--- src/rtl/mult_scale_stage.sv ---
// mult_scale_stage: operand sequencer and result scaler for the mult16x16
// primitive (registered A/B, combinational product, 1-cycle latency).
// Two-slot pipeline: P tracks the multiplier product, O holds the scaled,
// saturated result presented downstream.
// Optional build macro: MULT_SCALE_SATCNT_EN adds sat_clr / sat_count.
module mult_scale_stage #(
  parameter int SHIFT = 8,
  parameter int OUT_W = 16
) (
  input  logic              clk,
  input  logic              reset,
  input  logic              in_valid,
  output logic              in_ready,
  input  logic [15:0]       in_a,
  input  logic [15:0]       in_b,
  output logic [15:0]       mul_a,
  output logic [15:0]       mul_b,
  output logic              mul_ce,
  input  logic [31:0]       mul_dout,
  output logic              out_valid,
  input  logic              out_ready,
  output logic [OUT_W-1:0]  out_data,
  output logic              out_sat
`ifdef MULT_SCALE_SATCNT_EN
  ,
  input  logic              sat_clr,
  output logic [15:0]       sat_count
`endif
);

  // Rounding constant is 2^(SHIFT-1), or zero when nothing is dropped.
  localparam logic signed [32:0] ROUND_V = (33'sd1 <<< SHIFT) >>> 1;
  localparam logic signed [32:0] MAX_V   = (33'sd1 <<< (OUT_W - 1)) - 33'sd1;
  localparam logic signed [32:0] MIN_V   = -(33'sd1 <<< (OUT_W - 1));

  logic p_valid;
  logic p_take;
  logic accept;

  logic signed [32:0] prod_ext;
  logic signed [32:0] rounded;
  logic signed [32:0] shifted;
  logic [OUT_W-1:0]   sat_data;
  logic               sat_flag;

  // Handshake: P may advance into O whenever O is empty or draining.
  assign p_take   = p_valid & (~out_valid | out_ready);
  assign in_ready = ~p_valid | p_take;
  assign accept   = in_valid & in_ready;

  // Operands go straight to the multiplier; ce loads them only on accept,
  // so mul_dout stays stable while P waits.
  assign mul_a  = in_a;
  assign mul_b  = in_b;
  assign mul_ce = accept;

  // P slot: product valid one cycle after accept, held until taken.
  always_ff @(posedge clk or posedge reset) begin
    if (reset) begin
      p_valid <= 1'b0;
    end else begin
      p_valid <= accept | (p_valid & ~p_take);
    end
  end

  // Round half toward +inf, arithmetic shift, then clip to OUT_W.
  always_comb begin
    prod_ext = {mul_dout[31], mul_dout};
    rounded  = prod_ext + ROUND_V;
    shifted  = rounded >>> SHIFT;
    sat_flag = 1'b0;
    sat_data = shifted[OUT_W-1:0];
    if (shifted > MAX_V) begin
      sat_data = MAX_V[OUT_W-1:0];
      sat_flag = 1'b1;
    end else if (shifted < MIN_V) begin
      sat_data = MIN_V[OUT_W-1:0];
      sat_flag = 1'b1;
    end
  end

  // O slot: reload on p_take (even while draining), else clear on drain.
  always_ff @(posedge clk or posedge reset) begin
    if (reset) begin
      out_valid <= 1'b0;
      out_data  <= '0;
      out_sat   <= 1'b0;
    end else if (p_take) begin
      out_valid <= 1'b1;
      out_data  <= sat_data;
      out_sat   <= sat_flag;
    end else if (out_ready) begin
      out_valid <= 1'b0;
    end
  end

`ifdef MULT_SCALE_SATCNT_EN
  // Count clipped results as they are consumed; sticky at full scale.
  always_ff @(posedge clk or posedge reset) begin
    if (reset) begin
      sat_count <= 16'h0000;
    end else if (sat_clr) begin
      sat_count <= 16'h0000;
    end else if (out_valid && out_ready && out_sat && (sat_count != 16'hFFFF)) begin
      sat_count <= sat_count + 16'h0001;
    end
  end
`endif

endmodule

--- config.mk ---
export PLATFORM = sky130hd
export DESIGN_NAME = mult_scale_stage
export DESIGN_NICKNAME = d
export VERILOG_FILES = /design/src/rtl/mult_scale_stage.sv
export SDC_FILE = /design/constraint.sdc
export NUM_CORES = 1
export LEC_CHECK = 0
export ABC_AREA = 1
export BUFFER_PORTS_ARGS = -buffer_cell sky130_fd_sc_hd__buf_2
export CORE_ASPECT_RATIO = 1.1
export CORE_MARGIN = 4
export CORE_UTILIZATION = 45
export CTS_CLUSTER_SIZE = 14
export DETAILED_ROUTE_END_ITERATION = 10
export PLACE_DENSITY = 0.84
export SYNTH_ARGS = -nofsm -noshare
export SYNTH_HDL_FRONTEND = slang
export SYNTH_SLANG_ARGS = --single-unit
--- constraint.sdc ---
create_clock -name clk -period 3.4 [get_ports clk]
set_clock_uncertainty 0.15 [all_clocks]
set_input_delay 0.34 -clock clk [delete_from_list [all_inputs] [get_ports clk]]
set_output_delay 0.34 -clock clk [all_outputs]
set_load 0.005 [all_outputs]
==> flow_summary.json <==
{
  "outcome": "complete, no violations",
  "postCtsHoldBufs": 0,
  "post-layout-total-power_uw": 636,
  "hold_viol": 0,
  "ys_seq_elements": 19,
  "synth.cell_area_um2": 1910,
  "grt_setup_unrepaired": "false",
  "detail_route.vias_per_cell": 4.85,
  "synth.net_count": 350,
  "max-cap-violations": 0,
  "synth_top_cell_by_area": "dfrtp_1",
  "p_int_uw": 428,
  "pin_count": 120,
  "critical_path_class": "in -> reg",
  "htree_num_levels": 1,
  "port-buffer-count": 48,
  "clock_pin_transition_on_the_worst_setup_and_hold_timing_paths_ns": 0.07,
  "routed_wirelength_um": 4100,
  "switching_power_uw": 209,
  "vias": 1698,
  "drt_first_iter_violations": 96,
  "floorplan.rows": 24,
  "power_frac_clock": 0.251,
  "number_of_filler_instances_in_the_final_layout": 419,
  "avgRoutedWirePerCell_um": 11.7,
  "clockBufferDepth": 2,
  "place_congestion": 0.868,
  "floorplan.initialDensity": 0.474,
  "synthCells": 281,
  "r2r-end": "out_data[2]",
  "yosysUniqueCellTypes": 27,
  "drc": 0,
  "timing.critical_path.from_type": "input port",
  "core_area_um2": 4020,
  "fin_crit_ns": 2.33,
  "timing.critical_path.fanout_max": 16,
  "grt_first_pass_wirelength_um": 7290,
  "r2r_worst_path_depth": 4,
  "syn_avg_cell_area_um2": 6.79,
  "grt_pass1_vias": 1707,
  "cts_tree": "built",
  "maximum_vdd_drop_mv": 0.134,
  "layout.cells.most_common": "nand2_1",
  "critical_path_required_ns": 3.37,
  "worst_setup_path_end_kind": "flop",
  "achievable-frequency_mhz": 430,
  "finalMaxSlewViolations": 0,
  "cts-buffers-inserted": 3,
  "die_h_um": 76.3,
  "final_cell_mix": "nand2_1, buf_2, nor2_1",
  "antenna_violations_before_repair": 0,
  "finalSetupViolations": 0,
  "fin_nets": 368,
  "yosys.area.top_type_share": 0.249,
  "critical_path.reg2reg.startpoint": "out_valid",
  "cp_data_arrival_time_ns": 2.29,
  "dp_hpwl_um": 3400,
  "seq_power_share": 0.443,
  "final_layout_size_suffix_gt1_frac": 0.295,
  "synth-seq-area-share": 0.249,
  "worst_slew_margin_rel": 0.518,
  "most_area_consuming_cells_after_synthesis": "dfrtp_1, nand2_1, buf_4",
  "grt_max_degree": 20,
  "latest_clock_arrival_within_the_worst_skew_pair_ns": 0.26,
  "setup-tns-final_ns": 0,
  "sequential_cell_area_um2": 475,
  "grt_overflow_total": 0,
  "min_period_over_period": 0.684,
  "die_area_um2": 5350,
  "post_cts_resized": 0,
  "powerDensity_nw_per_um2": 319,
  "buffer_cell_driving_the_clock_tree_root": "clkbuf_8",
  "multi_input_comb_area_um2": 1070,
  "comb_power_share": 0.306,
  "ff2ff_setup_slack_ns": 1.85,
  "overall_fraction_of_global_route_tracks_in_use": 0.161,
  "tightest_slew_ns": 0.721,
  "first_pass_iters": 4,
  "net_sw_frac": 0.328,
  "dieWidth_um": 70.1,
  "post-cts-setup-buffers": 0,
  "hold_path_class": "in -> async",
  "area_growth_syn_to_layout_pct": 4.39,
  "p_leak_nw": 0.990,
  "yosys_warnings": 0,
  "route.antenna.remaining_nets": 0,
  "clock_sinks": 19,
  "number_of_diodes": 0
}
==> power groups by stage <==
stage | clock, mW | sequential (mW) | combinational, mW
4_1_cts | 0.161 | 0.283 | 0.197
3_5_place_dp | 0 | 0.288 | 0.196
6_report | 0.159 | 0.282 | 0.195
2_1_floorplan | 0 | 0.290 | 0.141
3_3_place_gp | 0 | 0.285 | 0.191
5_1_grt | 0.169 | 0.289 | 0.224
==> stage by stage <==
| stage | hold slack, ns | util | cells | area, um2 | setup WS [ns] |
|---|---|---|---|---|---|
| after floorplan | 0.141 | - | 281 | 1910 | 1.35 |
| after CTS | 0.0705 | 0.495 | 350 | 1990 | 1.08 |
| after detailed placement | 0.337 | 0.484 | 346 | 1950 | 0.818 |
| after global placement | 0.326 | 0.484 | 346 | 1950 | 0.905 |
| final | 0.0397 | 0.495 | 350 | 1990 | 1.07 |
| after global routing | 0.114 | 0.495 | 350 | 1990 | 0.875 |
==> layer usage <==
metal | global-route usage | up-vias | wire length (um)
met3 | 0.0211 | 15 | 238
li1 | - | 871 | -
met4 | 0.0747 | 0 | 105
met1 | 0.184 | 759 | 1760
met5 | 0 | - | 0
met2 | 0.291 | 53 | 2000
==> area by class of cell <==
class / instances / area share
multi-input cells: 201 / 0.536
clock buffers: 4 / 0.0226
inverters: 26 / 0.0490
well taps: 52 / 0.0327
repair buffers: 48 / 0.121
flip-flops and latches: 19 / 0.239
==> worst max-delay path, stage by stage <==
cell and delay [ns]:
buf_2 0.10, ha_1 0.17, nand2_1 0.12, nor2_4 0.17, nand3_1 0.17, nor2_1 0.17
nand2_1 0.07, nand2_1 0.08, nand3_1 0.09, nor2_1 0.11, nand2_1 0.10, a21oi_4 0.47
a21oi_1 0.14
==> registers in the layout, summed over array words and instances, names as in the netlist <==
register	cells
out_data	16
out_sat	1
out_valid	1
p_valid	1
==> synth_stat cells <==
master	number
a21oi_4	1
dfrtp_1	19
o21ai_0	1
ha_1	1
xnor2_1	6
nand3_2	1
inv_1	25
xor2_1	9
nor3_2	1
nor2_2	4
nand2_2	11
nand2_1	78
o21bai_1	1
nor2_1	40
nand2_4	2
buf_4	32
nor3_1	4
nor2_8	1
nand4_1	2
inv_2	1
nor2_4	5
buf_6	2
a21oi_2	10
nand3_1	15
clkbuf_1	1
a21oi_1	6
nand3b_1	2
==> logic make-up after synthesis <==
family	Yosys count	synth area share
xor gates and xnor gates	15	0.0689
AOI/OAI and AO/OA	19	0.0767
DFF	19	0.249
and+or+nand+nor	166	0.408
buffers and inverters	61	0.191
adders and majority gates	1	0.00656
==> worst max-delay path by stage <==
| stage | cells past startpoint | from | slack [ns] | end |
|---|---|---|---|---|
| after floorplan | 13 | mul_dout[7] | 1.35 | out_data[10] |
| after global placement | 13 | mul_dout[7] | 0.91 | out_data[0] |
| after detailed placement | 13 | mul_dout[7] | 0.82 | out_data[2] |
| after CTS | 13 | mul_dout[7] | 1.08 | out_data[2] |
| after global routing | 13 | mul_dout[7] | 0.87 | out_data[2] |
| final | 13 | mul_dout[8] | 1.07 | out_data[2] |
(Power assumes the default switching activity.)
